--- src/rtl/approx_error_monitor.sv ---
// Sweeps all input vectors through an approximate |a-b| circuit and
// accumulates error statistics against the exact result.
module approx_error_monitor #(
  parameter int IN_W = 4,
  parameter int OUT_W = 2,
  parameter int ET = 1,
  localparam int HW = IN_W / 2,
  localparam int EW = (HW > OUT_W) ? HW : OUT_W
) (
  input  logic              clk,
  input  logic              rst,
  input  logic              start,
  output logic [IN_W-1:0]   vec_o,
  output logic              vec_valid_o,
  input  logic [OUT_W-1:0]  approx_i,
  output logic              busy,
  output logic              done,
  output logic              pass,
  output logic [EW-1:0]     max_err,
  output logic [IN_W:0]     err_cnt,
  output logic [IN_W:0]     viol_cnt,
  output logic [EW+IN_W-1:0] sum_err
);

  typedef enum logic [1:0] {
    IDLE,
    SWEEP,
    DRAIN,
    DONE
  } state_t;

  localparam logic [EW-1:0]   ET_W = EW'(ET);
  localparam logic [IN_W-1:0] LAST = IN_W'((1 << IN_W) - 1);

  state_t state, state_nx;
  logic [IN_W-1:0]  cnt;
  logic [IN_W-1:0]  s1_vec;
  logic [OUT_W-1:0] s1_approx;
  logic             s1_valid;
  logic             accept;

  logic [HW-1:0] a, b, exact;
  logic [EW-1:0] ex_w, ap_w, err, max_nx;

  assign accept      = (state == IDLE) && start;
  assign vec_valid_o = (state == SWEEP);
  assign vec_o       = vec_valid_o ? cnt : '0;
  assign busy        = (state == SWEEP) || (state == DRAIN);
  assign done        = (state == DONE);

  // State register
  always_ff @(posedge clk) begin
    if (rst) state <= IDLE;
    else     state <= state_nx;
  end

  // Next-state logic: fixed-length sweep, one drain cycle, one done cycle
  always_comb begin
    state_nx = state;
    unique case (state)
      IDLE:  if (start) state_nx = SWEEP;
      SWEEP: if (cnt == LAST) state_nx = DRAIN;
      DRAIN: state_nx = DONE;
      DONE:  state_nx = IDLE;
      default: state_nx = IDLE;
    endcase
  end

  // Vector counter, restarted at every accepted start
  always_ff @(posedge clk) begin
    if (rst)                  cnt <= '0;
    else if (accept)          cnt <= '0;
    else if (state == SWEEP)  cnt <= cnt + 1'b1;
  end

  // Stage 1: capture the vector and the circuit's combinational response
  always_ff @(posedge clk) begin
    if (rst) begin
      s1_vec    <= '0;
      s1_approx <= '0;
      s1_valid  <= 1'b0;
    end else begin
      s1_vec    <= vec_o;
      s1_approx <= approx_i;
      s1_valid  <= vec_valid_o;
    end
  end

  // Stage 2 arithmetic: both operands widened to EW before differencing
  always_comb begin
    a      = s1_vec[HW-1:0];
    b      = s1_vec[IN_W-1:HW];
    exact  = (a >= b) ? (a - b) : (b - a);
    ex_w   = EW'(exact);
    ap_w   = EW'(s1_approx);
    err    = (ex_w >= ap_w) ? (ex_w - ap_w) : (ap_w - ex_w);
    max_nx = (s1_valid && (err > max_err)) ? err : max_err;
  end

  // Stage 2 accumulators; the last vector lands on the DRAIN->DONE edge
  always_ff @(posedge clk) begin
    if (rst || accept) begin
      max_err  <= '0;
      err_cnt  <= '0;
      viol_cnt <= '0;
      sum_err  <= '0;
    end else if (s1_valid) begin
      max_err  <= max_nx;
      err_cnt  <= err_cnt + (IN_W+1)'(err != '0);
      viol_cnt <= viol_cnt + (IN_W+1)'(err > ET_W);
      sum_err  <= sum_err + (EW+IN_W)'(err);
    end
  end

  // Verdict uses the final maximum so it is already valid while done is high
  always_ff @(posedge clk) begin
    if (rst || accept)       pass <= 1'b0;
    else if (state == DRAIN) pass <= (max_nx <= ET_W);
  end

endmodule

--- config.mk ---
export PLATFORM = sky130hd
export DESIGN_NAME = approx_error_monitor
export DESIGN_NICKNAME = d
export VERILOG_FILES = /design/src/rtl/approx_error_monitor.sv
export SDC_FILE = /design/constraint.sdc
export NUM_CORES = 1
export LEC_CHECK = 0
export CAP_MARGIN = 25
export CORE_ASPECT_RATIO = 1.5
export CORE_MARGIN = 2
export CORE_UTILIZATION = 51
export DETAILED_ROUTE_END_ITERATION = 16
export PLACE_DENSITY_LB_ADDON = 0.08
export SETUP_SLACK_MARGIN = 0.3
export SLEW_MARGIN = 10
export SYNTH_ARGS = -nofsm -noshare
export SYNTH_HDL_FRONTEND = slang
export SYNTH_SLANG_ARGS = --single-unit
--- constraint.sdc ---
create_clock -name clk -period 4.15 [get_ports clk]
set_clock_uncertainty 0.15 [all_clocks]
set_input_delay 0.6225 -clock clk [delete_from_list [all_inputs] [get_ports clk]]
set_output_delay 0.6225 -clock clk [all_outputs]
set_load 0.05 [all_outputs]
=== Yosys cells after proc, flatten, opt, wreduce, memory -nomap -nowiden ===
Cells that the tools add are included.

* Flip-flop bits (word level): 32
* Input bits: 5
* Output and inout bits: 26

* $add $sub $neg: 8
* Magnitude comparators: 5
* Equality and inequality tests: 6
* Mux-type cells: 7
* Reductions and logical operators: 8

{| class="wikitable"
|+ Operators by type and width
! cell !! count
|-
| $add A5 B1 Y5 || 2
|-
| $mux W2 || 5
|-
| $pmux W2 S4 || 1
|-
| $sub A2 B2 Y2 || 4
|-
| $add A6 B2 Y6 || 1
|-
| $add A4 B1 Y4 const B || 1
|-
| $eq A2 B2 Y1 const B || 2
|-
| $eq A4 B4 Y1 const B || 1
|-
| $ge A2 B2 Y1 || 2
|-
| $mux W4 || 1
|-
| $eq A2 B1 Y1 const B || 1
|-
| $gt A2 B1 Y1 const B || 1
|-
| $gt A2 B2 Y1 || 1
|-
| $le A2 B1 Y1 const B || 1
|-
| $logic_and A1 B1 Y1 || 2
|-
| $logic_not A2 Y1 || 1
|-
| $logic_or A1 B1 Y1 || 2
|-
| $ne A2 B1 Y1 const B || 1
|-
| $ne A2 B2 Y1 const B || 1
|-
| $reduce_and A2 Y1 || 1
|-
| $reduce_bool A2 Y1 || 1
|-
| $reduce_or A2 Y1 || 1
|}

=== Depth between registers and ports, before layout ===
Gate-level depths: netlist of the first run.

* Depth after elaboration: 8
* Mapped depth: 15
* Gate-level depth less buffers: 15

=== Least setup slack after synthesis of the first run ===
OpenSTA, ideal clock, no wires.

* Kind: register to register
* Start: reg s1_vec[0]
* End: reg pass
* Arrival: 3,168 ps
* Data required time: 3,914 ps
* Slack: 746 ps
* Stages on the path, launching flop included: 15
* Buffers on the path: 0
* Period minus slack after synthesis: 3,404 ps
* Cells stage by stage: dfxtp_1 -> inv_1 -> ha_1 -> fa_1 -> a21boi_0 -> o21ai_0 -> fa_1 -> o21ba_1 -> o22a_2 -> inv_1 -> ha_1 -> nor2b_1 -> o211a_1 -> mux2i_1 -> a211oi_1

* Word-level cells in the longest chain between the ends: 8
* Elaborated cells between the ends (all ways): 12

{| class="wikitable"
|+ Ends and longest elaborated chain
! item !! RTL line !! RTL
|-
| from (decl) || 37 || <nowiki>logic [IN_W-1:0] s1_vec;</nowiki>
|-
| from (signal assigned) || 83 || <nowiki>s1_vec <= vec_o;</nowiki>
|-
| $sub A2 B2 Y2 / $ge A2 B2 Y1 (equally long branches) || 93 || <nowiki>exact = (a >= b) ? (a - b) : (b - a);</nowiki>
|-
| $mux W2 (*) || 93 ||
|-
| $sub A2 B2 Y2 / $ge A2 B2 Y1 (equally long branches) || 96 || <nowiki>err = (ex_w >= ap_w) ? (ex_w - ap_w) : (ap_w - ex_w);</nowiki>
|-
| $mux W2 (*) || 96 ||
|-
| $gt A2 B2 Y1 || 97 || <nowiki>max_nx = (s1_valid && (err > max_err)) ? err : max_err;</nowiki>
|-
| $logic_and A1 B1 Y1 || 97 ||
|-
| $mux W2 (*) || 97 ||
|-
| $le A2 B1 Y1 (*) || 118 || <nowiki>else if (state == DRAIN) pass <= (max_nx <= ET_W);</nowiki>
|-
| to (signal assigned) || 118 ||
|-
| to (decl) || 18 || <nowiki>output logic pass,</nowiki>
|}

Mark *: on every way between the ends. The rest lies on a longest branch, timed or not.
A chain may end at the register's enable or synchronous reset.

=== Worst setup path in the final report of the first run ===
Ends and elaborated chain as after synthesis.

==> impl_metrics.toml, run 1 <==
[run_status]
outcome = "finished, final reports clean"

[critical_path]
path_max_fanout = 4
cp_data_required_time_ns = 4.19
r2r-end = "pass"
crit_path_start = "s1_vec[0]"
slowest_stage = "fa_1"
worstPathCellList = "inv_1 -> ha_1 -> fa_1 -> a21boi_0 -> o21ai_2 -> fa_1 -> o21ba_1 -> o22a_2 -> inv_1 -> ha_1 -> nor2b_1 -> o211a_1 -> mux2i_1 -> a211oi_1"
worstPathArrival_ns = 3.64
worstReg2RegStart = "s1_vec[0]"
worst_setup_path_end_kind = "flip-flop"
regToRegSetupSlack_ns = 0.54
max_stage_delay_ns = 0.46
criticalPathCategory = "flip-flop to flip-flop"
rr_worst_depth = 14
start_kind = "flip-flop"

[finish]
nFillCells = 263
drive_gt1_frac = 0.0495
finalNonFillerCells = 242
syn_to_final_growth_pct = 28.1
antenna_cells = 0
final_util = 0.667
nets = 229

[place]
dp_cells = 234
port_buffers = 30
gp_congestion = 0.782
hpwl_um = 2320

[global_routing]
use_met2 = 0.366
grt_busiest_layer = "met2"
gr-usage-met3 = 0.0512
grtUsageTotal = 0.188
antenna_found_initial = 0
grt_use_met1 = 0.174
grt_pass1_vias = 1232
grt_pass1_wl_um = 5180
grt_max_degree = 24
globalRouteOverflowTotal = 0

[route]
antenna_left = 0
first_pass_iters = 4
num_vias = 1208
drt_iter0_drc = 9
routed_wirelength_um = 2990
drc = 0
via_per_inst = 4.99
wl_per_cell_um = 12.3

[synthesis]
synth_cell_type_count = 29
synth_warnings = 0
syn-cell-area_um2 = 1610
synth_seq_cells = 32
synth_area_per_cell_um2 = 9.54
syn_nets = 197
synth-seq-area-share = 0.398
syn_inst = 169

[die]
die_w_um = 49.9
dieHeight_um = 72.8
std_cell_rows = 25
fp.dieArea_um2 = 3630
core_um2 = 3100
start_util = 0.520
io_pins = 31

[pwr]
switchingPower_uw = 383
power_mw = 1.07
switching_share = 0.358
leakagePower_nw = 0.844
p_per_area_nw_per_um2 = 519
combinationalPowerShare = 0.345
seq_power_share = 0.351
ir_drop_uv = 501
internal-power_uw = 688
p_clk_frac = 0.304

[sta]
post-route-period-util = 0.870
fin_tns_setup_ns = 0
worstMarginPinSlew_ns = 0.721
hold_slack_ns = 0.363
slew_viol_final = 0
grt_setup_unrepaired = "no"
period_minus_slack_ns = 3.61
setup_viol_count_final = 0
hold_violations = 0
fmax_mhz = 277
relSlewSlack = 0.520

[min_path]
hold_start = "cnt[1]"
hold_path_class = "flip-flop to flip-flop"
whs_path_depth = 1
hold_path_end = "s1_vec[1]"

[clock_tree]
htreeDepth = 2
clk_pin_slew_ns = 0.06
hold_buffers = 0
clockRootBuffer = "clkbuf_8"
worstSkewPairLatency_ns = 0.28
cts_sinks = 32
cts-buffers-inserted = 5
cts_buffer_depth = 2
cts_tree = "yes"

[job]
maxCapViolations = 0
-- worst max-delay path by stage --
stage,to
floorplan,pass
global placement,pass
detailed placement,pass
CTS,pass
global route,pass
finish,pass
-- power by group through the flow --
stage / sequential (mW) / clock (mW) / combinational, mW
floorplan: 0.397 / 0 / 0.269
global placement: 0.382 / 0 / 0.361
detailed placement: 0.385 / 0 / 0.373
CTS: 0.378 / 0.335 / 0.375
global route: 0.382 / 0.343 / 0.403
finish: 0.376 / 0.325 / 0.370
-- synth_stat cells --
cell type | number | area share
dfxtp_1 | 32 | 0.40
nor2_1 | 25 | 0.058
ha_1 | 20 | 0.16
inv_1 | 15 | 0.035
xor2_1 | 9 | 0.049
and2_1 | 8 | 0.031
mux2i_1 | 8 | 0.050
nand2_1 | 7 | 0.016
nor2b_1 | 6 | 0.023
a211oi_1 | 4 | 0.019
a21oi_1 | 4 | 0.012
nand4_1 | 4 | 0.016
buf_2 | 3 | 0.0093
fa_1 | 3 | 0.037
nand3_1 | 3 | 0.0093
o21ai_0 | 3 | 0.0093
xnor2_1 | 3 | 0.016
a21boi_0 | 1 | 0.0047
a21o_1 | 1 | 0.0047
a2bb2oi_1 | 1 | 0.0054
and2b_1 | 1 | 0.0047
and3_1 | 1 | 0.0039
buf_4 | 1 | 0.0047
clkbuf_2 | 1 | 0.0031
nor3_1 | 1 | 0.0031
o211a_1 | 1 | 0.0062
o21ba_1 | 1 | 0.0062
o22a_2 | 1 | 0.0062
or3_1 | 1 | 0.0039
-- sequential cells by signal (all words and copies together) (netlist names), 2 cells and up, named ones only --
| register | flops |
|---|---|
| s1_vec | 4 |
| sum_err | 6 |
| cnt | 4 |
| ap_w | 2 |
| err_cnt | 5 |
| state | 2 |
| viol_cnt | 5 |
-- worst max-delay path, delay by kind of cell (launching register included) --
family          cells  cell delay [ns]
buf+inv             2             0.14
compound gates      6             1.27
mux                 1             0.15
flops               1             0.34
fa+ha+maj           4             1.34
simple gates        1             0.13
-- final cells by class --
cell class	count	area [um2]	share of cell area
well taps	40	50.0	0.0242
flip-flops and latches	32	641	0.310
multi-input cells	117	891	0.432
repair buffers	30	300	0.145
clock inverters	1	30.0	0.0145
inverters	15	56.3	0.0273
clock buffers	7	96.3	0.0467
-- timing repair --
action / 4_1_cts / 5_1_grt
endpoints found under the setup margin: 0 / 3
buffers inserted: 0 / 0
resized for setup: 0 / 2
-- kinds of logic after synthesis --
logic type / share of synthesized area
AND/OR/NAND/NOR: 0.169
multiplexers: 0.0497
AO/OA/AOI/OAI: 0.0738
adder cells (fa/ha/maj): 0.193
XOR/XNOR: 0.0652
buffers and inverters: 0.0520
flip-flops: 0.398
-- cells in the final DEF (no fill, tap or decap), drive strengths merged, types with 3 or more instances in the layout --
cell,Yosys,routed
a211oi,4,4
a21oi,4,4
and2,8,8
clkbuf,1,7
clkdlybuf4s50,0,30
dfxtp,32,32
fa,3,3
ha,20,20
inv,15,15
mux2i,8,8
nand2,7,7
nand3,3,3
nand4,4,4
nor2,25,25
nor2b,6,6
o21ai,3,3
xnor2,3,3
xor2,9,9
-- through the flow --
stage	instance area, um2	setup slack [ns]
after floorplan	1610	0.746
after global placement	1930	0.634
after detailed placement	1930	0.401
after CTS	2060	0.337
after global routing	2060	0.307
final	2060	0.541
-- layer usage --
metal / vias to the layer above / share of wire
li1: 613 / -
met1: 555 / 0.36
met2: 30 / 0.57
met3: 10 / 0.044
met4: 0 / 0.022
met5: - / 0
(Power assumes the default switching activity.)
==> inputs of run 2 (changes only) <==
--- a/config.mk
+++ b/config.mk
@@ -6,7 +6,6 @@
 export NUM_CORES = 1
 export LEC_CHECK = 0
 export CAP_MARGIN = 25
-export CORE_ASPECT_RATIO = 1.5
 export CORE_MARGIN = 2
 export CORE_UTILIZATION = 51
 export DETAILED_ROUTE_END_ITERATION = 16
==> impl_metrics.toml, run 2 (synthesized netlist as in run 1, its figures left out) <==
[finish]
nets = 229
top_regs = "sum_err (6), err_cnt (5), viol_cnt (5)"
final_common_cell = "dfxtp_1"
finalNonFillerCells = 245
antenna_cells = 0
syn_to_final_growth_pct = 24.4
regMostFlops = "sum_err"
nFillCells = 260
final_cell_mix = "32 x dfxtp_1, 30 x clkdlybuf4s50_1, 25 x nor2_1, 20 x ha_1, 15 x inv_1"
largest_reg_flops = 6
drive_gt1_frac = 0.0398

[critical_path]
criticalPathCategory = "flip-flop to flip-flop"
worst_setup_path_end_kind = "flip-flop"
cp_num_buf_inv = 2
cp_top_family = "adder cells"
worstPathArrival_ns = 3.65
cp_data_required_time_ns = 4.23
path_max_fanout = 4
max_stage_delay_ns = 0.47
start_kind = "flip-flop"
worstPathCellList = "inv_1 -> ha_1 -> fa_1 -> a21boi_0 -> o21ai_1 -> fa_1 -> o21ba_1 -> o22a_2 -> inv_1 -> ha_1 -> nor2b_1 -> o211a_1 -> mux2i_1 -> a211oi_1"
slowest_stage = "fa_1"

[place]
port_buffers = 30
dp_cells = 238
hpwl_um = 2230
gp_congestion = 0.768

[clock_tree]
cts_sinks = 32
clk_pin_slew_ns = 0.09
cts_tree = "yes"
cts_buffer_depth = 2
cts_setup_buffers = 0
clockRootBuffer = "clkbuf_4"
cts-buffers-inserted = 5
htreeDepth = 2
worstSkewPairLatency_ns = 0.32

[route]
num_vias = 1200
wl_per_cell_um = 11.9
drc = 0
antenna_left = 0
first_pass_iters = 4
routed_wirelength_um = 2910
via_per_inst = 4.90
drt_iter0_drc = 40

[job]
maxCapViolations = 0

[die]
dieHeight_um = 60.2
die_w_um = 60.2
start_util = 0.532
fp.dieArea_um2 = 3630
core_um2 = 3030
std_cell_rows = 20
io_pins = 31

[sta]
post-route-period-util = 0.859
setup_viol_count_final = 0
fmax_mhz = 280
period_minus_slack_ns = 3.57
fin_tns_setup_ns = 0
grt_setup_unrepaired = "no"
relSlewSlack = 0.524
slew_viol_final = 0
worstMarginPinSlew_ns = 0.715
hold_violations = 0

[global_routing]
grt_pass1_wl_um = 5020
grt_max_degree = 24
antenna_found_initial = 0
grt_pass1_vias = 1187
globalRouteOverflowTotal = 0
grtUsageTotal = 0.187

[pwr]
ir_drop_uv = 505
power_uw = 941
leakagePower_nw = 0.815
p_per_area_nw_per_um2 = 470

[run_status]
outcome = "finished, final reports clean"

[min_path]
hold_path_class = "flip-flop to flip-flop"
[run 2: cell types whose count changed in the layout (fill, tap and decap cells not counted)]
cell,before,now
bufinv_16,1,0
clkbuf_4,0,5
clkbuf_8,7,2
o21ai_1,0,1
o21ai_2,1,0
[run 2: per-layer routing]
layer,up-vias,GRT usage,share of wire
met1,561,0.232,0.46
met2,20,0.295,0.48
met3,5,0.0671,0.042
li1,614,-,-
met5,-,0,0
met4,0,0.0730,0.014
[run 2: layout make-up]
class	count	area, um2	share of cell area
clock buffers	7	65.1	0.0325
inverters	15	56.3	0.0281
multi-input cells	117	887	0.443
flip-flops and latches	32	641	0.320
well taps	44	55.1	0.0275
repair buffers	30	300	0.150
[run 2: final timing paths]
| path | depth (start not counted) | from | slack [ns] | end |
|---|---|---|---|---|
| max | 14 | s1_vec[0] | 0.58 | pass |
| min | 2 | err_cnt[4] | 0.38 | err_cnt[4] |
| max reg2reg | 14 | s1_vec[0] | 0.58 | pass |
| min reg2reg | 2 | err_cnt[4] | 0.38 | err_cnt[4] |
[run 2: per-stage QoR]
step	instance area, um2	utilization	hold WS (ns)	worst slack (ns)
after floorplan	1610	-	0.321	0.746
after global placement	1940	0.640	0.343	0.632
after detailed placement	1940	0.640	0.359	0.518
after CTS	2000	0.662	0.376	0.487
after global routing	2000	0.662	0.401	0.396
final	2000	0.662	0.377	0.585
[run 2: power breakdown]
part	switching, mW	internal (mW)
clock network	0.0982	0.0960
registers	0.0399	0.336
logic	0.231	0.140
[run 2: timing repair]
| item | CTS | global route |
|---|---|---|
| endpoints found under the setup margin | 0 | 1 |
| hold buffers | 0 | 0 |
| gates resized for setup | 0 | 1 |
[run 2: worst min-delay path, delay by kind of cell (launching register included)]
kind,cells,cell delay (ns)
flops,1,0.36
xor+xnor,1,0.07
simple gates,1,0.07
